===== config.mk =====
export PLATFORM = sky130hd
export DESIGN_NAME = butterfly_output_buffer
export DESIGN_NICKNAME = d
export VERILOG_FILES = /design/src/rtl/butterfly_output_buffer.sv
export SDC_FILE = /design/constraint.sdc
export NUM_CORES = 1
export LEC_CHECK = 0
export CAP_MARGIN = 5
export CORE_MARGIN = 5
export CORE_UTILIZATION = 58
export CTS_CLUSTER_SIZE = 16
export DETAILED_ROUTE_END_ITERATION = 16
export DONT_BUFFER_PORTS = 1
export PLACE_DENSITY = 0.76
export SYNTH_ARGS = -nofsm -noshare
export SYNTH_HDL_FRONTEND = slang
export SYNTH_SLANG_ARGS = --single-unit

===== constraint.sdc =====
create_clock -name CLK -period 7.51 [get_ports CLK]
set_input_delay 1.502 -clock CLK [delete_from_list [all_inputs] [get_ports CLK]]
set_output_delay 1.502 -clock CLK [all_outputs]
set_load 0.005 [all_outputs]

===== src/rtl/butterfly_output_buffer.sv =====
// butterfly_output_buffer: scales and saturates butterfly results into a two-bank ping-pong
// buffer, then streams each frame out as four (plus, minus) beats under valid/ready.
module butterfly_output_buffer #(
  parameter int p_inputWidth = 8,
  parameter int p_PointPosition = 3,
  parameter int p_shift = 1,
  localparam int M = 2*p_inputWidth - p_PointPosition + 1,
  localparam int W = p_inputWidth
) (
  input  logic           CLK,
  input  logic           RST,
  input  logic           i_frameDone,
  input  logic [2*M-1:0] i_r1_p,
  input  logic [2*M-1:0] i_r1_m,
  input  logic [2*M-1:0] i_r2_p,
  input  logic [2*M-1:0] i_r2_m,
  input  logic [2*M-1:0] i_r3_p,
  input  logic [2*M-1:0] i_r3_m,
  input  logic [2*M-1:0] i_r4_p,
  input  logic [2*M-1:0] i_r4_m,
  input  logic           i_ready,
  output logic           o_valid,
  output logic [2*W-1:0] o_sumP,
  output logic [2*W-1:0] o_diffM,
  output logic [1:0]     o_idx,
  output logic           o_last,
  output logic           o_satFlag,
  output logic           o_overflow
);
  localparam int RND = (1 << p_shift) >> 1;
  localparam logic signed [M:0] HI = (M+1)'(2**(W-1) - 1);
  localparam logic signed [M:0] LO = ~HI;
  // {clip, value}: round-half-up shift in M+1 bits, then clamp to W bits
  function automatic logic [W:0] cvt(input logic [M-1:0] x);
    logic signed [M:0] t;
    t = ($signed({x[M-1], x}) + $signed((M+1)'(RND))) >>> p_shift;
    return t > HI ? {1'b1, HI[W-1:0]} : t < LO ? {1'b1, LO[W-1:0]} : {1'b0, t[W-1:0]};
  endfunction
  function automatic logic [2*W:0] cvt_word(input logic [2*M-1:0] w);
    logic [W:0] re, im;
    re = cvt(w[2*M-1:M]);
    im = cvt(w[M-1:0]);
    return {re[W] | im[W], re[W-1:0], im[W-1:0]};
  endfunction
  logic [2*W:0] cp [4];
  logic [2*W:0] cm [4];
  logic [2*W:0] bp [2][4];
  logic [2*W:0] bm [2][4];
  logic [2*W:0] cur_p, cur_m;
  logic [1:0] cnt, idx;
  logic wp, rd, ovf, xfer, rel, acc;
  always_comb begin
    cp[0] = cvt_word(i_r1_p);
    cp[1] = cvt_word(i_r2_p);
    cp[2] = cvt_word(i_r3_p);
    cp[3] = cvt_word(i_r4_p);
    cm[0] = cvt_word(i_r1_m);
    cm[1] = cvt_word(i_r2_m);
    cm[2] = cvt_word(i_r3_m);
    cm[3] = cvt_word(i_r4_m);
  end
  assign o_valid = cnt != 2'd0;
  assign xfer = o_valid & i_ready;
  assign rel = xfer & (idx == 2'd3);
  // a full buffer can still take a frame if the oldest one finishes this cycle
  assign acc = i_frameDone & ((cnt < 2'd2) | rel);
  assign cur_p = bp[rd][idx];
  assign cur_m = bm[rd][idx];
  assign o_sumP = o_valid ? cur_p[2*W-1:0] : '0;
  assign o_diffM = o_valid ? cur_m[2*W-1:0] : '0;
  assign o_satFlag = o_valid & (cur_p[2*W] | cur_m[2*W]);
  assign o_idx = idx;
  assign o_last = o_valid & (idx == 2'd3);
  assign o_overflow = ovf;
  always_ff @(posedge CLK) begin
    if (RST) begin
      cnt <= '0;
      wp <= 1'b0;
      rd <= 1'b0;
      idx <= '0;
      ovf <= 1'b0;
    end else begin
      cnt <= cnt + 2'(acc) - 2'(rel);
      if (acc) wp <= ~wp;
      if (i_frameDone & ~acc) ovf <= 1'b1;
      if (xfer) idx <= idx + 2'd1;
      if (rel) rd <= ~rd;
    end
    if (acc) for (int k = 0; k < 4; k++) begin
      bp[wp][k] <= cp[k];
      bm[wp][k] <= cm[k];
    end
  end
endmodule


==> results.md, run 1 <==
- The flow ran to the end, and the final reports show no timing, DRC or antenna violations.
- The number of storage elements in the synthesis netlist is 280.
- The wire length after detailed routing is 38960 um.
- The number of buffer cells added on primary ports is 0.
- The cell depth of the worst hold path is 2.
- The clock period minus final worst setup slack is 4.517 ns.
- Entering global routing, the biggest net connects 72 pins.
- The multi-input logic area is 7746 um2.
- The number of antenna violations at the first check in global routing is 0.
- Setup repair after global routing left no endpoint under its margin.
- The detail-routed net length per standard cell is 21.80 um.
- The startpoint identified for the worst hold timing path is o_overflow.
- The startpoint type of the worst setup path is a flip-flop.
- The global-route wire length before repair is 59250 um.
- The transition time of the tightest slew-check pin is 1.019 ns.
- The most common cell after layout, fill and taps aside is edfxtp_1.
- In this run the remaining antenna-violating nets after routing total 0.
- The total track usage is 23.57%.
- Hold repair after CTS inserted 0 buffers.
- The number of synthesized flops with an enable pin is 272.
- The clock drives 280 sinks.
- Setup violations remaining at the end of the flow were counted as 0.
- Averaged over all synthesized cells, the footprint is 11.76 um2.
- The main flop type after synthesis is edfxtp_1.
- The chip height is 178.3 um.
- The core region is 27860 um2.
- Clock-pin slew was measured on the worst setup and hold paths at 0.06 ns.
- Max-cap violations in this run came to 0.
- The count of filler cells inserted in the layout is 2114.
- The tree is rooted in a clkbuf_16.
- Sequential cells were found to cover 50.69% of the synthesized design area.
- The half-perimeter wire length after placement is 28990 um.
- The number of synthesis warnings is 0.
- VDD sags by at most 0.1664 mV.
- The antenna diode count is 0.
- STA puts the critical path data required time at 6.01 ns.
- The share of post-route cells with drive strength above 1 is 11.28%.
- After layout, the worst path uses 60.15% of the clock period.
- Compared with the post-synthesis result, the final layout area differs by 7.318%.
- For this run, the share of the core covered by cells in the final layout is 63.30%.
- The number of cells traversed by the worst register-to-register path is 6.
- The number of hold violations in the final report came to 0.
- The die covers 31790 um2.
- The leakage power summed over all cells is 5.311 nW.
- The final count of pins violating max slew is 0.
- The floorplan step set the die width to 178.3 um.
- The final routed DRC violation total is 0.
- The clock buffer count from CTS is 28.
- The terminus of the critical flop-to-flop path is bp[0][52].
- Based on the critical path, the design can be clocked at up to 0.2214 GHz.
- The worst hold path terminates at o_overflow.
- The clock reaches the later pin of the worst-skew pair after 0.52 ns.
- The startpoint identified for the worst register-to-register timing path is o_idx[0].
- The number of different library cells in the post-synthesis netlist is 90.
- The number of H-tree branching levels is 1.
- The worst setup path is captured at a primary output.
- In this run the register-to-register setup slack is 3.90 ns.
- The boundary pin count is 266.
- The maximum fanout count along the critical path is 40.
- The net count of the finished layout is 1636.
- The number of setup buffers added after CTS is 0.
- The detail-routed via count per cell is 6.613.
- After floorplanning, the core was divided into 61 placement rows.
- The maximum clock path buffer count is 3.
- The routed layout has 11820 vias.
- The worst slew margin relative to its limit is 32.04%.
- The worst path arrival time is 3.02 ns.
- The leftover overflow at the end of global routing is 0.
- The top cell types in the final layout, fill and taps aside, are edfxtp_1 (272), nor2_1 (100), nand2_1 (90).
- The via count of the first global-routing pass is 11450.
- Power comes to 3.738 mW.
- The number of resized instances in the post-cts repair step is 0.
- The power per cell area is 212.0 nW/um2.
- After routing the design area is 17630 um2.
- Counting flops with an async set or reset pin after synthesis yields a share of 0%.
- For this run, the detailed router's first-pass iteration total came to 7.
- The detailed router's first-iteration violation count is 1012.
- The worst-case hold slack is 0.5091 ns.
- The kind of critical path is flip-flop to primary output.
- The clock tree from TritonCTS is yes.
- Once placement finished, the instance area stood at 16770 um2.
- The type of the worst min-delay path is flip-flop to flip-flop.
- Synthesis produced a netlist with a net count of 1644.
- Clock skew on the completed layout was measured at 0.008625 ns.
- The effective utilization at floorplan is 58.98%.
- The global placer's final weighted congestion is 0.9157.
- The sequential cells in the finished layout cover a total of 8337 um2.
- The number of instances in the synthesized netlist is 1397.
- After synthesis the cells add up to 16430 um2.
area by class of cell:
type                       instances  area share (%)
tap                              378           2.682
clock inverter                    15          0.6528
clock buffer                      35           4.243
timing repair buffer               7          0.2980
inverter                          43          0.9153
multi-input combinational       1029           43.93
sequential                       280           47.28
metal layers:
metal,global-route usage (%),routed length [um],up-vias
met5,0,0,-
met4,7.004,1189,0
met3,3.858,2920,71
met2,43.37,20380,492
met1,28.55,14470,5724
li1,-,-,5531
critical path: stages, from the launching register on:
cell and delay, ns:
dfxtp_4 0.82, buf_4 0.64, mux4_2 0.59, mux2i_1 0.33, nor2_1 0.10
Yosys cell counts, drive strengths merged, types with 6 or more instances:
cell    number  share of area (%)
nand2       90                2.1
and4        17               0.91
and3        27                1.1
nor2       103                2.4
clkbuf      29               0.67
o21ai      120                3.8
mux4        64                8.8
nand4b      10               0.62
and2        18               0.73
a31oi       23               0.91
inv         43               0.98
o211ai      15               0.69
xor2        56                3.0
a211oi      18               0.85
buf         16               0.62
nor3        29               0.88
dfxtp        8               0.97
a21oi       43                1.4
or4          8               0.39
nand4       47                2.0
edfxtp     272                 50
o41ai        6               0.41
nor4        11               0.42
mux2i       45                2.7
o22ai       14               0.57
ha          19                1.4
or3          6               0.23
o21a         6               0.27
xnor2       50                2.7
nand3       88                2.7
o31ai        7               0.43
nor3b        6               0.27
sequential cells by signal, indices dropped and copies added (netlist names), named ones only:
register and flops:
bm 136, bp 136, cnt 2, o_idx 2, o_overflow 1, rd 1, wp 1
metrics by stage:
stage / setup TNS (ns) / worst slack, ns / std cells
4_1_cts: 0 / 2.885 / 1787
2_1_floorplan: -130.64 / -0.4803 / 1397
6_report: 0 / 2.993 / 1787
3_5_place_dp: 0 / 3.448 / 1737
5_1_grt: 0 / 2.685 / 1787
3_3_place_gp: 0 / 3.467 / 1737
power breakdown:
part | internal [mW] | switching (mW)
sequential | 1.88 | 0.0612
combinational | 0.194 | 0.298
clock | 0.767 | 0.540
total | 2.84 | 0.899
kinds of logic after synthesis:
logic type      synth area share [%]
simple gates                   16.17
compound gates                 12.05
flops                          50.69
mux                            11.72
xor+xnor                       5.650
buf+inv                        2.277
fa+ha+maj                      1.447
how the worst max path moves through the flow:
stage                      end      start  slack [ns]  cells past startpoint
finish              o_sumP[11]  flip-flop        2.99                      4
global route        o_sumP[11]  flip-flop        2.69                      4
CTS                 o_sumP[11]  flip-flop        2.89                      4
detailed placement  o_sumP[11]  flip-flop        3.45                      4
global placement    o_sumP[11]  flip-flop        3.47                      4
floorplan             bm[0][0]    i_ready       -0.48                      4
(Power assumes the default switching activity.)
==> run 2, diff against run 1 <==
Clock period 7.51 ns to 4.1 ns, I/O delays scaled along.
==> run 2 against run 1 <==
  * Final area rose by 0.85%
  * Sequential share of layout area fell by 0.41 points
  * Largest power group unchanged
  * Final cell count rose by 0.22%
  * Routed wire length fell by 2.6%
  * Utilization rose by 0.54 points
  * First-iteration DRC count rose by 6.5%
  * Via count fell by 1.2%
==> results.md, run 2 (same netlist as run 1, synthesis figures left out) <==
- The number of antenna violations at the first check in global routing was 0 (unchanged).
- The terminus of the critical flop-to-flop path is bm[1][16].
- The worst path required time came to 3.28 ns (-2.73 ns).
- The sum of met3 wire segment lengths after detailed routing is 3312 um (+13%).
- The detailed router's first-iteration violation count is 1078 (+6.5%).
- The wire length after detailed routing is 37950 um (-2.6%).
- The leftover overflow at the end of global routing is 0 (unchanged).
- The half-perimeter wire length after placement came to 28390 um (-2.1%).
- Leaving out fill and tap cells, the most frequent cell in the layout is edfxtp_1.
- TritonCTS built the clock tree.
- The final routed DRC violation total is 0 (unchanged).
- The overall die area came to 31790 um2 (unchanged).
- Derived from the worst setup path, the maximum achievable clock frequency is 0.2840 GHz.
- The number of detailed-route iterations in the first pass was 6 (-1).
- The instance area after placement is 16850 um2 (+0.46%).
- The ratio of final minimum period to clock period is 85.89%.
- The worst setup path is launched from a flip-flop.
- The via count of the first global-routing pass is 11510 (+0.53%).
- The clock buffer count from CTS is 29 (+3.6%).
- The number of buffer cells added on primary ports was 0 (unchanged).
- From synthesis to final layout, the design area changed by 8.232%.
- The power per cell area was 394.3 nW/um2 (+86%).
- By startpoint and endpoint, the worst setup path is classified as flip-flop to primary output.
- The final count of pins violating max slew is 0 (unchanged).
- The number of resized instances in the post-cts repair step is 0 (unchanged).
- The hold-fix buffer count after cts is 0 (unchanged).
- The end-of-flow core utilization was 63.84% (+0.54 points).
- The clock latency on the worst-skew pair is 0.54 ns (+0.02 ns).
- The number of hold violations in the final report is 0 (unchanged).
- The antenna diode count is 0 (unchanged).
- The final number of setup-violating endpoints is 0 (unchanged).
- The number of placement rows is 61 (unchanged).
- The detail-routed net length per standard cell is 21.19 um (-2.8%).
- The number of vias in the routed layout came to 11680 (-1.2%).
- The type of the worst min-delay path is input port to flip-flop.
- The capture point of the critical path is o_diffM[13].
- The effective utilization at floorplan is 58.98% (unchanged).
- The maximum number of pins on one net before global-route repair came to 85 (+18%).
- The CTS clock-pin slew for the worst setup and hold paths is 0.07 ns (about the same).
- The maximum resistive drop on vdd is 0.3062 mV (+84%).
- The global-route wire length before repair is 58840 um (-0.70%).
- The clock tree skew after final layout is 0.02337 ns (+0.01474 ns).
- The startpoint of the most critical register-to-register path is o_idx[1].
- The max-cap check violation count is 0 (unchanged).
- The leakage power summed over all cells is 5.376 nW (+1.2%).
- The boundary pin count is 266 (unchanged).
- The total number of clock tree sinks came to 280 (unchanged).
- The maximum clock path buffer count is 3 (unchanged).
- Setup repair after global routing left no endpoint under its margin.
- The clock period minus final worst setup slack is 3.521 ns.
- The chip height was 178.3 um (unchanged).
- The worst slew margin relative to its limit came to 43.65% (+12 points).
- The global placer's final weighted congestion is 0.8748 (-4.5%).
- The total routed wire length on the met1 layer is 14210 um (-1.7%).
- The number of nets in the layout is 1641 (+0.31%).
- The topmost layer with routed signal wires is met4.
- The run finished with clean final reports.
- The worst path arrival time is 2.70 ns (-0.32 ns).
- The largest registers in the layout are bm: 136 flops, bp: 136 flops.
- The maximum fanout count along the critical path is 44 (+10%).
- The overall die width is 178.3 um (unchanged).
- The number of setup buffers added after CTS is 0 (unchanged).
- The share of post-route cells with drive strength above 1 came to 12.24% (+0.96 points).
- The number of H-tree branching levels is 1 (unchanged).
- The detail-routed via count per cell is 6.521 (-1.4%).
- The number of cells traversed by the worst register-to-register path is 6 (unchanged).
- The cell chosen for the clock root is clkbuf_16.
- The transition time of the tightest slew-check pin was 0.8453 ns (-0.1742 ns).
- The number of nets with antenna violations after routing was 0 (unchanged).
- The core region area is 27860 um2 (unchanged).
- The final design area excluding fillers is 17780 um2 (+0.85%).
- The reg2reg setup slack is 1.34 ns (-2.56 ns).
- The library cells used most frequently in the layout, excluding fill and tap cells, are edfxtp_1 (272), nor2_1 (100), nand2_1 (90).
- The detailed-routed wire length on met2 is 19620 um (-3.8%).
- The total track usage is 23.24% (-0.33 points).
- The worst setup path is captured at a primary output.
## run 2: changes by cell type in the layout (fill, tap and decap cells not counted), moves of 2 or more
cell        previous run  this run
clkinv_1               8         4
clkbuf_1               6         0
clkinvlp_4             0         2
clkinv_4               0         5
inv_6                  0         3
buf_12                 0         4
## run 2: stage by stage
stage	std cells	hold slack, ns	setup WS (ns)	TNS [ns]	total power [mW]
final	1791	0.3309	0.5786	0	7.012
after global routing	1791	0.3072	0.3808	0	7.297
after CTS	1791	0.3074	0.4973	0	7.069
after detailed placement	1741	0.4901	1.094	0	4.527
after global placement	1741	0.4810	1.140	0	4.500
after floorplan	1397	0.4605	-0.9273	-252.24	4.255
## run 2: worst min path at each step
stage / startpoint / end / cells after the start
after detailed placement: rd / rd / 2
final: RST / o_idx[0] / 1
after CTS: RST / o_idx[0] / 1
after global routing: RST / o_idx[1] / 1
after global placement: o_overflow / o_overflow / 2
after floorplan: o_overflow / o_overflow / 2
## run 2: metal layers
layer / up-vias / global-route usage (%)
met5: - / 0
met1: 5630 / 28.49
met3: 61 / 5.553
met4: 0 / 5.085
met2: 469 / 41.97
li1: 5520 / -
## run 2: power by group
part / total (mW) / switching (mW) / internal [mW]
logic: 0.962 / 0.594 / 0.368
registers: 3.50 / 0.0650 / 3.43
clock network: 2.55 / 1.07 / 1.49
## run 2: cell type report
class / instances / area [um2]
Sequential cell: 280 / 8334
Clock buffer: 29 / 725.7
Tap cell: 378 / 473.0
Inverter: 43 / 161.4
Fill cell: 2132 / 10070
Timing Repair Buffer: 11 / 132.6
Clock inverter: 21 / 210.2
Multi-Input combinational cell: 1029 / 7746
## run 2: worst max-delay path: stages (launching register included)
cell     delay, ns
dfxtp_4       0.89
buf_12        0.30
mux4_2        0.54
mux2i_1       0.28
nor2_1        0.12
==> patch 1: new RTL, config.mk and constraints of run 2 <==
The parameter `p_inputWidth` goes from 8 to 10.
--- a/src/rtl/butterfly_output_buffer.sv
+++ b/src/rtl/butterfly_output_buffer.sv
@@ -2,5 +2,5 @@
 // buffer, then streams each frame out as four (plus, minus) beats under valid/ready.
 module butterfly_output_buffer #(
-  parameter int p_inputWidth = 8,
+  parameter int p_inputWidth = 10,
   parameter int p_PointPosition = 3,
   parameter int p_shift = 1,
Interface: changed (10 resized); port bits go from 266 to 338. No check against the original RTL was run, so the function may have changed too.
==> patch 1 against run 2 <==
- cell area up 23%
- largest cell class unchanged
- final cell count up 26%
- highest routed layer unchanged
- area after synthesis up 23%
- setup slack worse by 0.066 ns
- non-clock buffer count up 9
- power up 21%
- sequential cell count up 64
- wire length up 29%
- fmax down 1.8%
- sequential power up 23%
==> patch 1: results (changes against run 2) <==
Skew-Pair Late Insertion Delay=0.51 ns (was 0.54 ns); CP Max Fanout=48 (was 44); first-pass GRT wire length=76930 um (was 58840 um); Top Registers=bm (168), bp (168) (was bm (136), bp (136)); cts bufs inserted=35 (was 29); Placer Congestion=0.9482 (was 0.8748); routed vias=14800 (was 11680); Max stage delay on crit path=0.96 ns (was 0.89 ns); Iteration-0 DRC Markers=1155 (was 1078); leading post-synthesis cells by cell area=edfxtp_1, mux4_2, o21ai_0 (was edfxtp_1, mux4_2, xor2_1); worst slack at placement=0.5187 ns (was 1.094 ns); DP HPWL=36380 um (was 28390 um); Final Skew=0.01349 ns (was 0.02337 ns); Slew HR=37.73% (was 43.65%); largest net degree at the start of global routing=89 (was 85); DP Cell Count=2198 (was 1741); Post-synth EDFFs=336 (was 272); number of library cell types mapped by synthesis=74 (was 90); Avg Synthesized Cell Area=11.38 um2 (was 11.76 um2); Peak supply drop=0.2516 mV (was 0.3062 mV); drt pass-1 iters=5 (was 6); CP Data Arrival Time=2.77 ns (was 2.70 ns); most common library cells after synthesis=edfxtp_1, o21ai_0, nor2_1, nand2_1, nand3_1 (was edfxtp_1, nor2_1, nand2_1, nand3_1, mux4_2); Finished Layout Cells=2259 (was 1791); WL per Instance=21.72 um (was 21.19 um); IO buf count=0 (unchanged); share of cells above drive strength 1=10.86% (was 12.24%); Leak=6.692 nW (was 5.376 nW); outcome=complete, no violations (unchanged)
patch 1: cell count changes after synthesis, sizes merged, moves of 19 or more:
| cell | run 2 | this run |
|---|---|---|
| o21ai | 120 | 164 |
| edfxtp | 272 | 336 |
| xor2 | 56 | 75 |
| nor3 | 29 | 59 |
| nand2 | 90 | 138 |
| nor2 | 103 | 140 |
| nand4 | 47 | 69 |
| xnor2 | 50 | 84 |
patch 1: metal layers:
layer | vias up | track usage [%] | share of wire (%)
li1 | 6914 | - | -
met1 | 7166 | 32.90 | 40
met2 | 622 | 40.76 | 48
met3 | 95 | 6.205 | 9.1
met4 | 0 | 7.008 | 2.9
met5 | - | 0 | 0
patch 1: power breakdown:
| group | internal [mW] | total (mW) | switching [mW] |
|---|---|---|---|
| Sequential | 4.21 | 4.31 | 0.0929 |
| Clock | 1.85 | 3.09 | 1.24 |
| Combinational | 0.434 | 1.11 | 0.676 |
| Total | 6.50 | 8.51 | 2.01 |
patch 1: worst paths after layout:
kind               end     start  slack (ns)  cells after the start
max          o_sumP[9]      flop        0.51                      4
min           o_idx[1]       RST        0.38                      1
max reg2reg  bp[1][13]  o_idx[0]        1.33                      6
min reg2reg         rd        rd        0.51                      2
patch 1: cells by family after synthesis:
family / after synthesis / share of synthesized area, %
simple gates: 693 / 17.80
flops: 344 / 50.85
compound gates: 315 / 9.503
xor+xnor: 159 / 6.908
mux: 138 / 11.85
buf+inv: 103 / 1.918
fa+ha+maj: 19 / 1.179
patch 1: final cells by class:
cell class	count	area, um2
Sequential cell	344	10260
Fill cell	2676	12550
Clock buffer	47	973.4
Clock inverter	14	142.6
Timing Repair Buffer	20	212.7
Multi-Input combinational cell	1324	9542
Tap cell	455	569.3
Inverter	55	206.4
patch 1: stage by stage:
step,cell area [um2],hold WS (ns)
floorplan,20170,0.4605
global placement,20790,0.4830
detailed placement,20790,0.4978
CTS,21910,0.3618
global route,21910,0.3608
finish,21910,0.3788
==> patch 2: new RTL, config.mk and constraints of run 2 <==
Made on the original files. Put a register stage on the output `o_satFlag`, without a reset. The value now appears one clock later. The other outputs are not delayed to match.
--- a/src/rtl/butterfly_output_buffer.sv
+++ b/src/rtl/butterfly_output_buffer.sv
@@ -69,5 +69,7 @@
   assign o_sumP = o_valid ? cur_p[2*W-1:0] : '0;
   assign o_diffM = o_valid ? cur_m[2*W-1:0] : '0;
-  assign o_satFlag = o_valid & (cur_p[2*W] | cur_m[2*W]);
+  always_ff @(posedge CLK) begin
+    o_satFlag <= o_valid & (cur_p[2*W] | cur_m[2*W]);
+  end
   assign o_idx = idx;
   assign o_last = o_valid & (idx == 2'd3);
Function: changed (Yosys sat finds a counterexample within 4 cycles, from zero or initial values and one cycle with RST high).
==> patch 2 against run 2 <==
- power increased by 0.66%
- utilization increased by 0.26 points
- count of clock-buffer cells in the layout increased by 7
- wire length increased by 1.6%
- setup slack improved by 0.21 ns
- combinational power decreased by 1%
- die area increased by 0.12%
- area after synthesis increased by 0.12%
- sequential cell count increased by 1
- cell area increased by 0.40%
- clock skew decreased by 0.014 ns
- fmax increased by 6.2%
- critical path type unchanged
- highest routed layer unchanged
==> patch 2: results (changes against run 2) <==
outcome=complete, no violations (unchanged); setup slack, reg-to-reg=1.50 ns (was 1.34 ns); first-pass GRT wire length=59620 um (was 58840 um); Worst Tran Pin Value=0.7700 ns (was 0.8453 ns); share of cells above drive strength 1=12.08% (was 12.24%); sequential area share after synthesis=50.75% (was 50.69%); Compound-Gate Fraction of Synth Area=12.04% (was 12.05%); Peak supply drop=0.2964 mV (was 0.3062 mV); total routed wirelength=38540 um (was 37950 um); Critical R2R Launch=o_idx[0] (was o_idx[1]); post-place instance area=0.01691 mm2 (was 0.01685 mm2); xor-xnor portion of the synthesized cell area=5.643% (was 5.650%); largest net degree at the start of global routing=114 (was 85); vias in the first global route=11550 (was 11510); CP Data Arrival Time=2.50 ns (was 2.70 ns); Skew-Pair Late Insertion Delay=0.52 ns (was 0.54 ns); Cells after Synth=1398 (was 1397); DP HPWL=28600 um (was 28390 um); Placer Congestion=0.8872 (was 0.8748); Fill cells=2158 (was 2132); Worst Hold End=o_idx[1] (was o_idx[0]); post-synthesis mux area share=11.71% (was 11.72%); DR vias/cell=6.537 (was 6.521); GRT Util Overall=23.46% (was 23.24%); Leak=5.396 nW (was 5.376 nW)
patch 2: cell types whose count changed after synthesis:
cell / change
dfxtp_1: +1
patch 2: worst max path at each step:
stage                     from    endpoint  slack [ns]
floorplan              i_ready    bm[1][0]       -0.93
global placement    i_r4_m[14]   bm[0][16]        1.18
detailed placement  i_r4_m[14]   bm[0][16]        1.10
CTS                       flop  o_sumP[11]        0.72
global route              flop  o_sumP[11]        0.58
finish                    flop   o_sumP[9]        0.78
patch 2: per-layer routing:
metal / track usage (%) / up-vias
li1: - / 5528
met1: 30.04 / 5682
met2: 42.04 / 467
met3: 4.387 / 50
met4: 4.605 / 0
met5: 0 / -
patch 2: logic make-up after synthesis:
kind of cell,after synthesis
compound gates,301
xor+xnor,106
mux,112
fa+ha+maj,19
buf+inv,88
simple gates,491
flops,281
patch 2: worst max-delay path: stages, from the launching register on:
cell     delay (ns)
dfxtp_4        0.71
buf_12         0.28
mux4_2         0.53
mux2i_1        0.33
nor2_1         0.11
patch 2: cell type report:
type | count | share of cell area (%)
clock inverter | 16 | 0.9250
inverter | 43 | 0.9040
sequential | 281 | 46.80
timing repair buffer | 11 | 0.9530
tap | 378 | 2.649
multi-input combinational | 1029 | 43.38
clock buffer | 36 | 4.380
patch 2: power by group:
part	switching (mW)	total, mW	internal (mW)
clock network	1.03	2.57	1.54
logic	0.576	0.951	0.375
registers	0.0915	3.54	3.45
